`src/rtl/lcd_phy_pkg.sv`:
```
// Shared types and instruction-word bit positions for the HD44780 pin driver.
package lcd_phy_pkg;

  typedef enum logic [2:0] {
    IDLE,
    SETUP,
    E_HIGH,
    E_HOLD,
    BSY_SETUP,
    BSY_E_HIGH,
    BSY_HOLD
  } phy_state_e;

  localparam int unsigned RS_BIT   = 9;
  localparam int unsigned RW_BIT   = 8;
  localparam int unsigned BUSY_BIT = 7;

endpackage

```
`src/rtl/lcd_phase_timer.sv`:
```
// Down-counter timing one bus phase; done while the count sits at zero.
module lcd_phase_timer #(
  parameter int unsigned WIDTH = 16
) (
  input  logic             clk_i,
  input  logic             rst_ni,
  input  logic             load_i,
  input  logic [WIDTH-1:0] load_val_i,
  output logic             done_c
);

  logic [WIDTH-1:0] count_q, count_d;

  always_comb begin
    count_d = count_q;
    if (load_i) begin
      count_d = load_val_i;
    end else if (count_q != '0) begin
      count_d = count_q - WIDTH'(1);
    end
  end

  always_ff @(posedge clk_i) begin
    if (!rst_ni) begin
      count_q <= '0;
    end else begin
      count_q <= count_d;
    end
  end

  assign done_c = (count_q == '0);

endmodule

```
`src/rtl/lcd_phy.sv`:
```
// HD44780 8-bit parallel pin sequencer: issues one instruction with a
// programmable E strobe, then polls the busy flag until ready or timeout.
module lcd_phy #(
  parameter int unsigned DATA_WIDTH             = 8,
  parameter int unsigned INSTR_WIDTH            = 10,
  parameter int unsigned PRESCALER_WIDTH        = 16,
  parameter int unsigned CHECK_BUSY_ERROR_WIDTH = 16
) (
  input  logic                       clk_i,
  input  logic                       rst_ni,
  input  logic                       phy_enable_i,
  input  logic [PRESCALER_WIDTH-1:0] prescaler_10ns_i,
  input  logic [INSTR_WIDTH-1:0]     lcd_instr_i,
  input  logic                       valid_instr_i,
  output logic                       phy_read_o,
  output logic [DATA_WIDTH-1:0]      lcd_rdata_o,
  output logic                       busy_error_o,
  output logic                       lcd_rs_o,
  output logic                       lcd_rw_o,
  output logic                       lcd_e_o,
  output logic [DATA_WIDTH-1:0]      lcd_db_o,
  output logic                       lcd_db_oe_o,
  input  logic [DATA_WIDTH-1:0]      lcd_db_i
);

  import lcd_phy_pkg::*;

  localparam int unsigned PW = PRESCALER_WIDTH;
  localparam int unsigned CW = CHECK_BUSY_ERROR_WIDTH;
  localparam logic [CW-1:0] POLL_MAX = '1;

  phy_state_e             state_q, state_d;
  logic [INSTR_WIDTH-1:0] instr_q, instr_d;
  logic [CW-1:0]          poll_q, poll_d;
  logic                   busy_q, busy_d;
  logic                   err_q, err_d;
  logic [DATA_WIDTH-1:0]  rdata_q, rdata_d;
  logic                   rs_q, rs_d;
  logic                   rw_q, rw_d;
  logic                   e_q, e_d;
  logic [DATA_WIDTH-1:0]  db_q, db_d;
  logic                   oe_q, oe_d;

  logic          accept_c;
  logic          phase_done_c;
  logic          phase_load_c;
  logic [PW-1:0] phase_len_c;

  assign accept_c     = rst_ni && (state_q == IDLE) && phy_enable_i && valid_instr_i;
  assign phase_load_c = (state_d != state_q);
  // A prescaler of zero behaves as one cycle per phase.
  assign phase_len_c  = (prescaler_10ns_i == '0) ? '0 : prescaler_10ns_i - PW'(1);

  lcd_phase_timer #(
    .WIDTH (PW)
  ) u_phase_timer (
    .clk_i      (clk_i),
    .rst_ni     (rst_ni),
    .load_i     (phase_load_c),
    .load_val_i (phase_len_c),
    .done_c     (phase_done_c)
  );

  // Next-state, instruction latch, busy-poll bookkeeping and read capture.
  always_comb begin
    state_d = state_q;
    instr_d = instr_q;
    poll_d  = poll_q;
    busy_d  = busy_q;
    err_d   = err_q;
    rdata_d = rdata_q;
    unique case (state_q)
      IDLE: begin
        if (accept_c) begin
          state_d = SETUP;
          instr_d = lcd_instr_i;
          poll_d  = '0;
          err_d   = 1'b0;
        end
      end
      SETUP: if (phase_done_c) state_d = E_HIGH;
      E_HIGH: begin
        if (phase_done_c) begin
          if (instr_q[RW_BIT]) rdata_d = lcd_db_i;
          state_d = E_HOLD;
        end
      end
      E_HOLD:    if (phase_done_c) state_d = BSY_SETUP;
      BSY_SETUP: if (phase_done_c) state_d = BSY_E_HIGH;
      BSY_E_HIGH: begin
        if (phase_done_c) begin
          busy_d  = lcd_db_i[BUSY_BIT];
          poll_d  = poll_q + CW'(1);
          state_d = BSY_HOLD;
        end
      end
      BSY_HOLD: begin
        // poll_q counts completed polls at this point.
        if (phase_done_c) begin
          if (!busy_q) begin
            state_d = IDLE;
          end else if (poll_q == POLL_MAX) begin
            err_d   = 1'b1;
            state_d = IDLE;
          end else begin
            state_d = BSY_SETUP;
          end
        end
      end
      default: state_d = IDLE;
    endcase
  end

  // Pin values follow the state being entered so they change on the same edge.
  always_comb begin
    rs_d = rs_q;
    rw_d = rw_q;
    e_d  = e_q;
    db_d = db_q;
    oe_d = oe_q;
    unique case (state_d)
      SETUP, E_HIGH, E_HOLD: begin
        rs_d = instr_d[RS_BIT];
        rw_d = instr_d[RW_BIT];
        db_d = instr_d[DATA_WIDTH-1:0];
        oe_d = ~instr_d[RW_BIT];
        e_d  = (state_d == E_HIGH);
      end
      BSY_SETUP, BSY_E_HIGH, BSY_HOLD: begin
        rs_d = 1'b0;
        rw_d = 1'b1;
        oe_d = 1'b0;
        e_d  = (state_d == BSY_E_HIGH);
      end
      default: begin
        rs_d = 1'b0;
        rw_d = 1'b1;
        oe_d = 1'b0;
        e_d  = 1'b0;
      end
    endcase
  end

  always_ff @(posedge clk_i) begin
    if (!rst_ni) begin
      state_q <= IDLE;
      instr_q <= '0;
      poll_q  <= '0;
      busy_q  <= 1'b0;
      err_q   <= 1'b0;
      rdata_q <= '0;
      rs_q    <= 1'b0;
      rw_q    <= 1'b1;
      e_q     <= 1'b0;
      db_q    <= '0;
      oe_q    <= 1'b0;
    end else begin
      state_q <= state_d;
      instr_q <= instr_d;
      poll_q  <= poll_d;
      busy_q  <= busy_d;
      err_q   <= err_d;
      rdata_q <= rdata_d;
      rs_q    <= rs_d;
      rw_q    <= rw_d;
      e_q     <= e_d;
      db_q    <= db_d;
      oe_q    <= oe_d;
    end
  end

  assign phy_read_o   = accept_c;
  assign lcd_rdata_o  = rdata_q;
  assign busy_error_o = err_q;
  assign lcd_rs_o     = rs_q;
  assign lcd_rw_o     = rw_q;
  assign lcd_e_o      = e_q;
  assign lcd_db_o     = db_q;
  assign lcd_db_oe_o  = oe_q;

endmodule
```
`config.mk`:
```
export PLATFORM = sky130hd
export DESIGN_NAME = lcd_phy
export DESIGN_NICKNAME = d
export VERILOG_FILES = /design/src/rtl/lcd_phy_pkg.sv /design/src/rtl/lcd_phase_timer.sv /design/src/rtl/lcd_phy.sv
export SDC_FILE = /design/constraint.sdc
export NUM_CORES = 1
export LEC_CHECK = 0
export BUFFER_PORTS_ARGS = -buffer_cell sky130_fd_sc_hd__clkbuf_2
export CAP_MARGIN = 15
export CORE_ASPECT_RATIO = 1.4
export CORE_MARGIN = 2
export CORE_UTILIZATION = 30
export CTS_BUF_LIST = sky130_fd_sc_hd__clkbuf_16
export DETAILED_ROUTE_END_ITERATION = 7
export GPL_TIMING_DRIVEN = 0
export PLACE_DENSITY = 0.58
export SLEW_MARGIN = 15
export SYNTH_ARGS = -nofsm -noshare
export SYNTH_HDL_FRONTEND = slang
export SYNTH_SLANG_ARGS = --single-unit
```
`constraint.sdc`:
```
create_clock -name clk_i -period 6.8 [get_ports clk_i]
set_clock_uncertainty 0.2 [all_clocks]
set_input_delay 1.02 -clock clk_i [delete_from_list [all_inputs] [get_ports clk_i]]
set_output_delay 1.02 -clock clk_i [all_outputs]
set_load 0.05 [all_outputs]
```
==> impl_metrics.csv <==
group,metric,value,unit
setup_path,crit_path_max_incr_delay,0.37,ns
routing,wl_per_cell,12.8,um
logic_synthesis,ys_seq_area_frac,0.403,
power,peakVddDrop,127,uV
logic_synthesis,postSynth.asyncResetShare,0,
timing,finalSetupViolCount,0,
finish,stdcell_area,4110,um2
timing,worst_pin_slew,0.750,ns
setup_path,cp_slowest_cell,"clkbuf_1",
die,die_h,129,um
setup_path,crit_type,"in -> out",
logic_synthesis,synth_flop_cell,"dfxtp_1",
power,p_comb_frac,0.280,
logic_synthesis,syn_avg_cell_area,8.37,um2
outcome,status,"completed",
timing,whs,0.261,ns
hold_path,hold_class,"reg -> reg",
placement,dpl-instance-area,3800,um2
finish,drive_gt1_frac,0.186,
timing,fin_ws,2.96,ns
die,coreArea,10800,um2
power,swShare,0.313,
timing,slew_headroom,0.496,
setup_path,cpMostUsedCell,"clkbuf_1",
routing,drc,0,
logic_synthesis,ys_ff_latch,67,
setup_path,end_kind,"output pin",
timing,rsz0062_at_grt,"no",
timing,finalCriticalPeriod,3.84,ns
clock_network,cts_buffers,9,
clock_network,cts_resized,0,
die,initial_core_util,0.308,
power,p_clk_frac,0.363,
power,power_leakage,1.55,nW
routing,viasPerCell,4.79,
setup_path,cp_cell_sequence,"clkbuf_1, nand3_1, nand2b_1, inv_1, clkbuf_1, clkbuf_2",
clock_network,clock-root-buffer,"clkbuf_16",
global_route,grt_first_pass_wirelength,13400,um
die,ios,60,
clock_network,cts_setup_buffers,0,
routing,wirelength,7840,um
clock_network,cts_buffer_depth,2,
clock_network,cts.htree.levels,3,
global_route,grt_pass1_vias,2959,
placement,io_buffer_count,58,
setup_path,start_kind,"input pin",
setup_path,arrival,2.62,ns
power,power_density,320,nW/um2
setup_path,worst-path-max-fanout,10,
logic_synthesis,syn_nets,439,
timing,period_share,0.564,
global_route,grt_antenna_before_repair,0,
finish,layout_commonest_cell,"dfxtp_1",
routing,antenna_left,0,
routing,drt_iter0_drc,80,
global_route,grt.overflow.total,0,
placement,dp.cells,597,
clock_network,clk_pin_slew_worst_paths,0.05,ns
timing,fmax,261,MHz
routing,vias,2936,
finish,antenna_cells,0,
logic_synthesis,ys_types,46,
clock_network,clock_latency,0.33,ns
power,p_sw,0.412,mW
job,maxCapViolCount,0,
finish,instances_no_fill,613,
setup_path,worst-path-buf-inv,4,
die,die_area,12000,um2
placement,dp_slack,2.94,ns
clock_network,cts_tree,"done",
power,p_seq_frac,0.357,
clock_network,hold_buffers,0,
placement,place_congestion,0.867,
finish,final_cell_mix,"67 x dfxtp_1, 58 x clkbuf_2, 51 x nand2_1, 36 x nor2_1, 28 x nor3_1",
setup_path,critPathRequiredTime,5.58,ns
logic_synthesis,yosys_warnings,0,
timing,fin_setup_tns,0,ns
logic_synthesis,synth_area,3330,um2
finish,layout.nets,508,
die,fp.dieW,93.0,um
power,internal_power,0.904,mW
routing,firstDrtPassIters,4,
timing,maxSlewViolCount,0,
logic_synthesis,synth_cells,398,
placement,hpwlAfterDp,5930,um
timing,hold_viol_final,0,
die,row_count,45,
setup_path,cp_top_family,"buffers and inverters",
finish,syn_to_final_growth,23.5,%
clock_network,cts.sinks,67,
global_route,grt_start_max_net_pins,12,
logic_synthesis,synth-edff-count,0,
global_route,grtUsageTotal,0.140,
==> logic make-up after synthesis <==
| kind of cell | count (synthesis) | share of synthesized area |
|---|---|---|
| compound gates | 61 | 0.118 |
| buf+inv | 28 | 0.0334 |
| xor+xnor | 34 | 0.0894 |
| simple gates | 189 | 0.297 |
| flops | 67 | 0.403 |
| mux | 15 | 0.0458 |
| fa+ha+maj | 4 | 0.0143 |
==> metrics by stage <==
step	utilization	total power [mW]
3_5_place_dp	0.351	0.843
4_1_cts	0.380	1.33
3_3_place_gp	0.351	0.834
2_1_floorplan	-	0.758
6_report	0.380	1.32
5_1_grt	0.380	1.39
==> metal layers <==
layer	GRT usage	up-vias	wire length, um
li1	-	1521	-
met1	0.151	1359	3250
met2	0.257	47	4170
met3	0.0375	9	288
met4	0.0571	0	132
met5	0	-	0
==> state kept, by name, indices dropped and copies added (netlist names) <==
register	count
lcd_db_o	8
poll_q	16
state_q	3
busy_q	1
lcd_e_o	1
instr_q	10
busy_error_o	1
lcd_rs_o	1
lcd_db_oe_o	1
lcd_rdata_o	8
u_phase_timer.count_q	16
lcd_rw_o	1
==> tightest hold or removal path, delay by kind of cell, from the launching register on <==
kind | cells | cell delay, ns
AO/OA/AOI/OAI | 1 | 0.06
AND/OR/NAND/NOR | 1 | 0.05
flip-flops | 1 | 0.31
==> worst paths after layout <==
path / from / to / slack [ns] / cells past startpoint
worst max-delay path: rst_ni / phy_read_o / 2.96 / 6
worst min-delay path: lcd_db_o[3] / lcd_db_o[3] / 0.26 / 2
worst max register to register: u_phase_timer.count_q[0] / u_phase_timer.count_q[14] / 3.94 / 9
worst min register to register: lcd_db_o[3] / lcd_db_o[3] / 0.26 / 2
==> cells in the mapped netlist, types with 2 or more instances <==
library cell  instances  area share
nor2_1               36       0.041
inv_1                 9       0.010
nor2b_1              13       0.024
mux2i_1              13       0.039
a211oi_1              2      0.0045
clkbuf_1             16       0.018
o21ai_0              17       0.026
o31ai_1               2      0.0045
xnor2_1              14       0.037
or3_1                 6       0.011
a21boi_0             11       0.025
a21oi_1              10       0.015
dfxtp_1              67        0.40
nor3_1               28       0.042
or3b_2                2      0.0053
and3_1                4      0.0075
and2_1                3      0.0056
ha_1                  3       0.011
nand3_1              12       0.018
or4_4                 2      0.0068
xor2_1               20       0.053
buf_2                 2      0.0030
or4_1                 4      0.0090
nor4_1                5      0.0094
nand4_1               9       0.017
mux2_2                2      0.0068
o21a_1               13       0.029
o211ai_1              4      0.0090
nand2_1              51       0.057
nor3b_1               2      0.0045
==> power groups by stage <==
stage | sequential, mW | combinational (mW) | clock (mW)
2_1_floorplan | 0.477 | 0.281 | 0
3_3_place_gp | 0.474 | 0.360 | 0
3_5_place_dp | 0.476 | 0.367 | 0
4_1_cts | 0.468 | 0.371 | 0.492
5_1_grt | 0.475 | 0.410 | 0.510
6_report | 0.469 | 0.369 | 0.478
==> final cells by class <==
cell class / count / area (um2)
fillers: 1153 / 6700
multi-input cells: 303 / 1880
flip-flops and latches: 67 / 1340
repair buffers: 58 / 290
clock buffers: 9 / 225
well taps: 141 / 176
clock inverters: 7 / 83.8
plain buffers: 19 / 77.6
inverters: 9 / 33.8
Note: power is estimated with default switching activity, not from simulation.
